--- src/rtl/alu_pkg.sv ---
// Shared definitions for the registered ALU: op codes, flag bit positions,
// FSM state encodings and a flag packing helper.
package alu_pkg;

  // Op codes {ext,m,s1,s0}; ext=0 is the legacy 8-op set, 11xx is illegal.
  localparam logic [3:0] OP_NOT = 4'h0;
  localparam logic [3:0] OP_AND = 4'h1;
  localparam logic [3:0] OP_XOR = 4'h2;
  localparam logic [3:0] OP_OR  = 4'h3;
  localparam logic [3:0] OP_DEC = 4'h4;
  localparam logic [3:0] OP_ADD = 4'h5;
  localparam logic [3:0] OP_SUB = 4'h6;
  localparam logic [3:0] OP_INC = 4'h7;
  localparam logic [3:0] OP_SHL = 4'h8;
  localparam logic [3:0] OP_SHR = 4'h9;
  localparam logic [3:0] OP_SAR = 4'hA;
  localparam logic [3:0] OP_MUL = 4'hB;

  // Bit positions inside the 5-bit flags word.
  localparam int FLG_ZERO    = 0;
  localparam int FLG_CARRY   = 1;
  localparam int FLG_OVF     = 2;
  localparam int FLG_NEG     = 3;
  localparam int FLG_ILLEGAL = 4;

  // Sequencer states.
  localparam logic [0:0] ST_IDLE = 1'b0;
  localparam logic [0:0] ST_MUL  = 1'b1;

  function automatic logic [4:0] pack_flags(input logic ill, input logic neg,
                                            input logic ovf, input logic carry,
                                            input logic zero);
    logic [4:0] f;
    f              = '0;
    f[FLG_ILLEGAL] = ill;
    f[FLG_NEG]     = neg;
    f[FLG_OVF]     = ovf;
    f[FLG_CARRY]   = carry;
    f[FLG_ZERO]    = zero;
    return f;
  endfunction

endpackage

--- src/rtl/alu_seq_if.sv ---
// Operand/result bus of the registered ALU.
//
// Handshake: both channels are valid/ready. A transfer happens on a rising
// edge where valid && ready are both high. The producer holds its payload
// stable while valid is high and ready is low; ready may depend on the
// other channel's ready combinationally (in_ready depends on out_ready),
// never on the same channel's valid.
interface alu_seq_if #(
  parameter int WIDTH = 4
);
  logic             in_valid;
  logic             in_ready;
  logic [3:0]       op;
  logic [WIDTH-1:0] a;
  logic [WIDTH-1:0] b;
  logic             out_valid;
  logic             out_ready;
  logic [WIDTH-1:0] result;
  logic [4:0]       flags;

  // master: operand source and result consumer; slave: the ALU itself.
  modport master (
    output in_valid, op, a, b, out_ready,
    input  in_ready, out_valid, result, flags
  );
  modport slave (
    input  in_valid, op, a, b, out_ready,
    output in_ready, out_valid, result, flags
  );
endinterface

--- src/rtl/alu_mul_seq.sv ---
// Iterative shift-add unsigned multiplier: one partial product per clock,
// WIDTH iterations after start. done_o and product_o are combinational so
// the caller can capture the full product on the edge of the last iteration.
module alu_mul_seq #(
  parameter int WIDTH = 4
) (
  input  logic               clk,
  input  logic               rst,
  input  logic               start_i,
  input  logic [WIDTH-1:0]   a_i,
  input  logic [WIDTH-1:0]   b_i,
  output logic               done_o,
  output logic [2*WIDTH-1:0] product_o
);
  localparam int CW = $clog2(WIDTH);

  logic [2*WIDTH-1:0] mcand_q;
  logic [2*WIDTH-1:0] acc_q;
  logic [2*WIDTH-1:0] acc_d;
  logic [WIDTH-1:0]   mplier_q;
  logic [CW-1:0]      cnt_q;
  logic               busy_q;

  // Next accumulator: add the shifted multiplicand when the current multiplier bit is set.
  always_comb begin
    acc_d = acc_q;
    if (mplier_q[0]) acc_d = acc_q + mcand_q;
  end

  assign done_o    = busy_q && (cnt_q == CW'(WIDTH - 1));
  assign product_o = acc_d;

  // Operand capture on start, then one shift-add step per cycle while busy.
  always_ff @(posedge clk) begin
    if (rst) begin
      mcand_q  <= '0;
      acc_q    <= '0;
      mplier_q <= '0;
      cnt_q    <= '0;
      busy_q   <= 1'b0;
    end else if (start_i) begin
      mcand_q  <= {{WIDTH{1'b0}}, a_i};
      acc_q    <= '0;
      mplier_q <= b_i;
      cnt_q    <= '0;
      busy_q   <= 1'b1;
    end else if (busy_q) begin
      acc_q    <= acc_d;
      mcand_q  <= mcand_q << 1;
      mplier_q <= mplier_q >> 1;
      cnt_q    <= cnt_q + CW'(1);
      if (done_o) busy_q <= 1'b0;
    end
  end

endmodule

--- src/rtl/alu_seq.sv ---
// Registered ALU: single-cycle logic/arith/shift ops, optional iterative
// multiply, and a one-entry output register carrying result and flags.
module alu_seq
  import alu_pkg::*;
#(
  parameter int WIDTH      = 4,
  parameter int ENABLE_MUL = 1
) (
  input  logic       clk,
  input  logic       rst,
  alu_seq_if.slave   bus,
  output logic [0:0] dbg_state_o
);
  localparam int SHW = $clog2(WIDTH);
  localparam int MSB = WIDTH - 1;

  logic [0:0]         state_q, state_d;
  logic               accept, is_mul_op, load_single, load_mul;
  logic [SHW-1:0]     sh;
  logic [WIDTH:0]     ext_s;
  logic [WIDTH-1:0]   res_s;
  logic               carry_s, ovf_s, ill_s;
  logic [4:0]         flags_s;
  logic               mul_done;
  logic [2*WIDTH-1:0] mul_product;
  logic [WIDTH-1:0]   mul_res;
  logic               mul_hi;
  logic [4:0]         mul_flags;
  logic [WIDTH-1:0]   result_q;
  logic [4:0]         flags_q;
  logic               out_valid_q;

  assign sh          = bus.b[SHW-1:0];
  assign is_mul_op   = (bus.op == OP_MUL) && (ENABLE_MUL != 0);
  // Only take new operands when idle and the output slot is free or being drained.
  assign bus.in_ready = (state_q == ST_IDLE) && (!out_valid_q || bus.out_ready);
  assign accept      = bus.in_valid && bus.in_ready;
  assign load_single = accept && !is_mul_op;
  assign load_mul    = (state_q == ST_MUL) && mul_done;

  // Single-cycle datapath; ext_s carries the extra bit used for carry/borrow/shift-out.
  always_comb begin
    ext_s   = '0;
    res_s   = '0;
    carry_s = 1'b0;
    ovf_s   = 1'b0;
    ill_s   = 1'b0;
    case (bus.op)
      OP_NOT: res_s = ~bus.a;
      OP_AND: res_s = bus.a & bus.b;
      OP_XOR: res_s = bus.a ^ bus.b;
      OP_OR:  res_s = bus.a | bus.b;
      OP_DEC: begin
        ext_s   = {1'b0, bus.a} - (WIDTH+1)'(1);
        res_s   = ext_s[WIDTH-1:0];
        carry_s = ext_s[WIDTH];
        ovf_s   = bus.a[MSB] && !res_s[MSB];
      end
      OP_ADD: begin
        ext_s   = {1'b0, bus.a} + {1'b0, bus.b};
        res_s   = ext_s[WIDTH-1:0];
        carry_s = ext_s[WIDTH];
        ovf_s   = (bus.a[MSB] == bus.b[MSB]) && (res_s[MSB] != bus.a[MSB]);
      end
      OP_SUB: begin
        ext_s   = {1'b0, bus.a} - {1'b0, bus.b};
        res_s   = ext_s[WIDTH-1:0];
        carry_s = ext_s[WIDTH];
        ovf_s   = (bus.a[MSB] != bus.b[MSB]) && (res_s[MSB] != bus.a[MSB]);
      end
      OP_INC: begin
        ext_s   = {1'b0, bus.a} + (WIDTH+1)'(1);
        res_s   = ext_s[WIDTH-1:0];
        carry_s = ext_s[WIDTH];
        ovf_s   = !bus.a[MSB] && res_s[MSB];
      end
      OP_SHL: begin
        ext_s   = {1'b0, bus.a} << sh;
        res_s   = ext_s[WIDTH-1:0];
        carry_s = ext_s[WIDTH];
      end
      OP_SHR: begin
        ext_s   = {bus.a, 1'b0} >> sh;
        res_s   = ext_s[WIDTH:1];
        carry_s = ext_s[0];
      end
      OP_SAR: begin
        ext_s   = $signed({bus.a, 1'b0}) >>> sh;
        res_s   = ext_s[WIDTH:1];
        carry_s = ext_s[0];
      end
      OP_MUL: begin
        // With the multiplier present this op goes through the sequencer instead.
        if (ENABLE_MUL == 0) ill_s = 1'b1;
      end
      default: ill_s = 1'b1;
    endcase
    flags_s = ill_s ? pack_flags(1'b1, 1'b0, 1'b0, 1'b0, 1'b0)
                    : pack_flags(1'b0, res_s[MSB], ovf_s, carry_s, res_s == '0);
  end

  if (ENABLE_MUL != 0) begin : g_mul
    alu_mul_seq #(.WIDTH(WIDTH)) u_mul (
      .clk       (clk),
      .rst       (rst),
      .start_i   (accept && is_mul_op),
      .a_i       (bus.a),
      .b_i       (bus.b),
      .done_o    (mul_done),
      .product_o (mul_product)
    );
  end else begin : g_no_mul
    assign mul_done    = 1'b0;
    assign mul_product = '0;
  end

  assign mul_res   = mul_product[WIDTH-1:0];
  assign mul_hi    = |mul_product[2*WIDTH-1:WIDTH];
  assign mul_flags = pack_flags(1'b0, mul_res[MSB], mul_hi, mul_hi, mul_res == '0);

  // Sequencer: leave IDLE only for an accepted multiply, return on its last iteration.
  always_comb begin
    state_d = state_q;
    case (state_q)
      ST_IDLE: if (accept && is_mul_op) state_d = ST_MUL;
      ST_MUL:  if (mul_done) state_d = ST_IDLE;
      default: state_d = ST_IDLE;
    endcase
  end

  // State register; reset abandons any multiply in flight.
  always_ff @(posedge clk) begin
    if (rst) state_q <= ST_IDLE;
    else     state_q <= state_d;
  end

  // Output slot: load a new result, otherwise drop valid once the consumer takes it.
  always_ff @(posedge clk) begin
    if (rst) begin
      result_q    <= '0;
      flags_q     <= '0;
      out_valid_q <= 1'b0;
    end else if (load_single) begin
      result_q    <= res_s;
      flags_q     <= flags_s;
      out_valid_q <= 1'b1;
    end else if (load_mul) begin
      result_q    <= mul_res;
      flags_q     <= mul_flags;
      out_valid_q <= 1'b1;
    end else if (bus.out_ready) begin
      out_valid_q <= 1'b0;
    end
  end

  assign bus.out_valid = out_valid_q;
  assign bus.result    = result_q;
  assign bus.flags     = flags_q;
  assign dbg_state_o   = state_q;

endmodule
--- src/flat_wrapper.sv ---
// flat-port wrapper written by rule: the top's interface ports become plain ports
module alu_seq_flat import alu_pkg::*;
#(
  parameter int WIDTH      = 4,
  parameter int ENABLE_MUL = 1
)
  (clk, rst, dbg_state_o, bus_in_valid, bus_op, bus_a, bus_b, bus_out_ready, bus_in_ready, bus_out_valid, bus_result, bus_flags);
  alu_seq_if #(.WIDTH(WIDTH)) bus_i ();
  input  logic clk;
  input  logic rst;
  output logic [0:0] dbg_state_o;
  input wire logic [$bits(bus_i.in_valid)-1:0] bus_in_valid;
  input wire logic [$bits(bus_i.op)-1:0] bus_op;
  input wire logic [$bits(bus_i.a)-1:0] bus_a;
  input wire logic [$bits(bus_i.b)-1:0] bus_b;
  input wire logic [$bits(bus_i.out_ready)-1:0] bus_out_ready;
  output wire logic [$bits(bus_i.in_ready)-1:0] bus_in_ready;
  output wire logic [$bits(bus_i.out_valid)-1:0] bus_out_valid;
  output wire logic [$bits(bus_i.result)-1:0] bus_result;
  output wire logic [$bits(bus_i.flags)-1:0] bus_flags;
  assign bus_i.in_valid = bus_in_valid;
  assign bus_i.op = bus_op;
  assign bus_i.a = bus_a;
  assign bus_i.b = bus_b;
  assign bus_i.out_ready = bus_out_ready;
  assign bus_in_ready = bus_i.in_ready;
  assign bus_out_valid = bus_i.out_valid;
  assign bus_result = bus_i.result;
  assign bus_flags = bus_i.flags;
  alu_seq #(.WIDTH(WIDTH), .ENABLE_MUL(ENABLE_MUL)) u_core (.clk(clk), .rst(rst), .bus(bus_i), .dbg_state_o(dbg_state_o));
endmodule
--- config.mk ---
export PLATFORM = sky130hd
export DESIGN_NAME = alu_seq_flat
export DESIGN_NICKNAME = d
export VERILOG_FILES = /design/src/rtl/alu_pkg.sv /design/src/rtl/alu_seq_if.sv /design/src/rtl/alu_mul_seq.sv /design/src/rtl/alu_seq.sv /design/src/flat_wrapper.sv
export SDC_FILE = /design/constraint.sdc
export NUM_CORES = 1
export LEC_CHECK = 0
export ABC_CLOCK_PERIOD_IN_PS = 2400
export BUFFER_PORTS_ARGS = -buffer_cell sky130_fd_sc_hd__buf_2
export CAP_MARGIN = 10
export CORE_ASPECT_RATIO = 1.75
export CORE_UTILIZATION = 60
export DETAILED_ROUTE_END_ITERATION = 6
export PLACE_DENSITY = 0.84
export SYNTH_ARGS = -nofsm -noshare
export SYNTH_HDL_FRONTEND = slang
export SYNTH_SLANG_ARGS = --single-unit
export TNS_END_PERCENT = 5
--- constraint.sdc ---
create_clock -name clk -period 2.4 [get_ports clk]
set_input_delay 0 -clock clk [delete_from_list [all_inputs] [get_ports clk]]
set_output_delay 0 -clock clk [all_outputs]
set_load 0.02 [all_outputs]
==> reports/results.tsv <==
stage	metric	value	unit
setup_path	endpoint_kind	flop	
final_layout	nNetsFinal	444	
sta	fin_setup_tns	0	ns
synth	synthDistinctLibCells	73	
grt	grt_start_max_net_pins	30	
floorplan	start_util	63.0	%
sta	finalHoldViolations	0	
synth	ys_ff_latch	34	
final_layout	syn_to_final_growth	13.8	%
sta	rsz0062_at_grt	no	
setup_path	criticalPathCategory	reg2reg	
synth	synth_ff_type	dfxtp_1	
setup_path	path_cells	ha_4 > inv_1 > fa_1 > nor2b_2 > o31a_1 > or4_1 > nand3_2 > a2111oi_4 > o41ai_2	
power_and_ir_drop	leakage	1.38	nW
sta	maxSlewHeadroom	59.3	%
sta	worstMarginPinSlew	0.611	ns
final_layout	final_cells	453	
synth	async_flop_share	0	%
setup_path	worstSetupStartpointType	flop	
floorplan	core	4750	um2
grt	antenna_found_initial	0	
drt	via_per_inst	6.60	
drt	drt_iter0_markers	92	
sta	final_max_slew_viol_count	0	
cts	clkTransAtPathRegs	0.07	ns
cts	cts-root-buf	clkbuf_8	
drt	dr_total_vias	2991	
sta	setup_viol	0	
drt	routedWlPerCell	19.6	um
placement	gp_congestion	1.01	
grt	grt-ovfl-total	0	
setup_path	cpMaxStageDelayCell	or4_1	
setup_path	path_max_fanout	3	
power_and_ir_drop	power_density	435	nW/um2
sta	fmax	424	MHz
job	drv_cap	0	
sta	fin_ws	0.0441	ns
setup_path	crit_arrival	2.53	ns
synth	ys_seq_area_share	22.8	%
cts	cts_max_level	2	
setup_path	slowest_delay	0.52	ns
placement	pre_cts_ws	0.0194	ns
cts	clock_sinks	34	
synth	yosys_warnings	0	
worst_hold_path	hold_path.class	in2reg	
final_layout	n_antenna_cell	0	
synth	syn_inst	371	
grt	grt_pass1_vias	2917	
placement	dp_hpwl	6770	um
placement	portBuffers	27	
grt	grt_pass1_wl	13700	um
status	status	finished, final reports clean	
placement	dp_cells	445	
floorplan	die-area	5280	um2
drt	routed_wirelength	8890	um
power_and_ir_drop	vdd_drop_max	0.547	mV
synth	synth_edf_count	0	
drt	drt_first_pass_iters	6	
setup_path	critical_path_buf_inv_count	1	
drt	ant_nets	0	
cts	clockBufferDepth	2	
sta	fin_crit	2.36	ns
floorplan	rows	33	
setup_path	crit_required	2.58	ns
final_layout	drive_above_1_share	18.5	%
floorplan	die_w	55.4	um
sta	fin_skew	0.0112	ns
power_and_ir_drop	power.total	1.48	mW
cts	clock_latency	0.28	ns
synth	syn_nets	415	
setup_path	cp_top_family	simple AND/OR/NAND/NOR gates	
floorplan	io_pins	28	
synth	syn_area_per_cell	8.06	um2
floorplan	die_h	95.4	um
synth	synthesis.area	2990	um2
cts	cts_tree	yes	
sta	post-route-period-util	98.2	%
grt	grt_usage	33.2	%
drt	drcViolationCount	0	
cts	cts_buffers	5	
[metal layers]
metal	wire (um)	GRT usage, %
met1	3030	29.5
met2	4930	65.2
met3	303	3.53
met4	631	28.3
met5	0	0
[where the power goes]
group	leakage (nW)	internal [mW]	switching (mW)
Sequential	0.277	0.581	0.0131
Combinational	1.05	0.143	0.226
Clock	0.0524	0.311	0.205
Total	1.38	1.04	0.444
[worst reg2reg max path, cell delays in order, from the launching register on]
cell and delay (ns):
dfxtp_2 0.34, ha_4 0.18, inv_1 0.07, fa_1 0.23, nor2b_2 0.07, o31a_1 0.32, or4_1 0.52, nand3_2 0.16
a2111oi_4 0.06, o41ai_2 0.31
[sequential cells by signal, indices dropped and copies added, names as in the netlist]
register	flops
u_core.bus.flags	5
u_core.dbg_state_o	1
u_core.g_mul.u_mul.mcand_q	8
u_core.g_mul.u_mul.busy_q	1
u_core.g_mul.u_mul.acc_q	8
u_core.g_mul.u_mul.cnt_q	2
u_core.bus.out_valid	1
u_core.g_mul.u_mul.mplier_q	4
u_core.bus.result	4
[path summary, 6_finish.rpt]
path                                      start                        endpoint  slack (ns)  depth (start not counted)
setup / recovery  u_core.g_mul.u_mul.mcand_q[0]             u_core.bus.flags[1]        0.04                          9
hold / removal                         bus_b[2]  u_core.g_mul.u_mul.mplier_q[2]        0.05                          3
hold reg to reg            u_core.bus.result[0]            u_core.bus.result[0]        0.46                          2
setup reg to reg  u_core.g_mul.u_mul.mcand_q[0]             u_core.bus.flags[1]        0.04                          9
[Yosys cell counts (4+ instances only)]
cell type | count | area share [%]
o211ai_1 | 6 | 1.5
nor3_1 | 8 | 1.3
nand2_1 | 21 | 2.6
ha_1 | 25 | 10
a21oi_1 | 18 | 3.0
dfxtp_1 | 34 | 23
nor2_1 | 41 | 5.1
xnor2_1 | 4 | 1.2
o21ai_0 | 14 | 2.3
nor2b_1 | 13 | 2.7
nand3_1 | 6 | 1.0
a21o_1 | 4 | 1.0
mux2i_1 | 21 | 7.0
o221ai_1 | 4 | 1.2
inv_1 | 21 | 2.6
nand3b_1 | 4 | 1.0
a32oi_1 | 4 | 1.2
a211oi_1 | 16 | 4.0
clkbuf_1 | 14 | 1.8
nand2b_1 | 12 | 2.5
buf_2 | 7 | 1.2
[final cells by class]
| cell class | instances | area (um2) |
|---|---|---|
| multi-input combinational | 291 | 2190 |
| fill | 388 | 1350 |
| sequential | 34 | 683 |
| timing repair buffer | 45 | 270 |
| inverter | 23 | 86.3 |
| clock buffer | 7 | 76.3 |
| tap | 52 | 65.1 |
| clock inverter | 1 | 30.0 |
[placed cells by master (no fill, tap or decap), types with 5 or more instances in the layout]
master,netlist,final
a211oi_1,16,16
buf_2,7,27
mux2i_1,21,21
nor3_1,8,8
nor2_1,41,41
nand2_1,21,21
clkbuf_8,0,5
nor2b_1,13,12
buf_4,0,18
dfxtp_1,34,32
nand2b_1,12,12
ha_1,25,22
o211ai_1,6,6
o21ai_0,14,13
inv_1,21,21
a21oi_1,18,17
nand3_1,6,5
[kinds of logic after synthesis]
kind of cell / Yosys count / share of synthesized area (%)
adders and majority gates: 28 / 12.5
AOI/OAI and AO/OA: 108 / 27.3
and+or+nand+nor: 126 / 21.5
xor gates and xnor gates: 6 / 1.76
buffers and inverters: 46 / 6.11
muxes: 23 / 8.16
DFF: 34 / 22.8
[repair_timing]
item                       in CTS  in global routing
setup endpoints to repair       1                  2
resized for setup               1                 11
setup buffers                   0                  0
hold buffers                    0                  0
gates cloned                    0                  0
pin swaps                       0                  3
[per-stage QoR]
step	cell area [um2]	hold slack (ns)	util (%)
after global routing	3400	0.0664	71.6
after global placement	3230	0.341	68.0
after CTS	3340	0.0534	70.4
after detailed placement	3230	0.348	68.0
after floorplan	2990	0.177	-
final	3400	0.0476	71.6
Note: power is estimated with default switching activity, not from simulation.
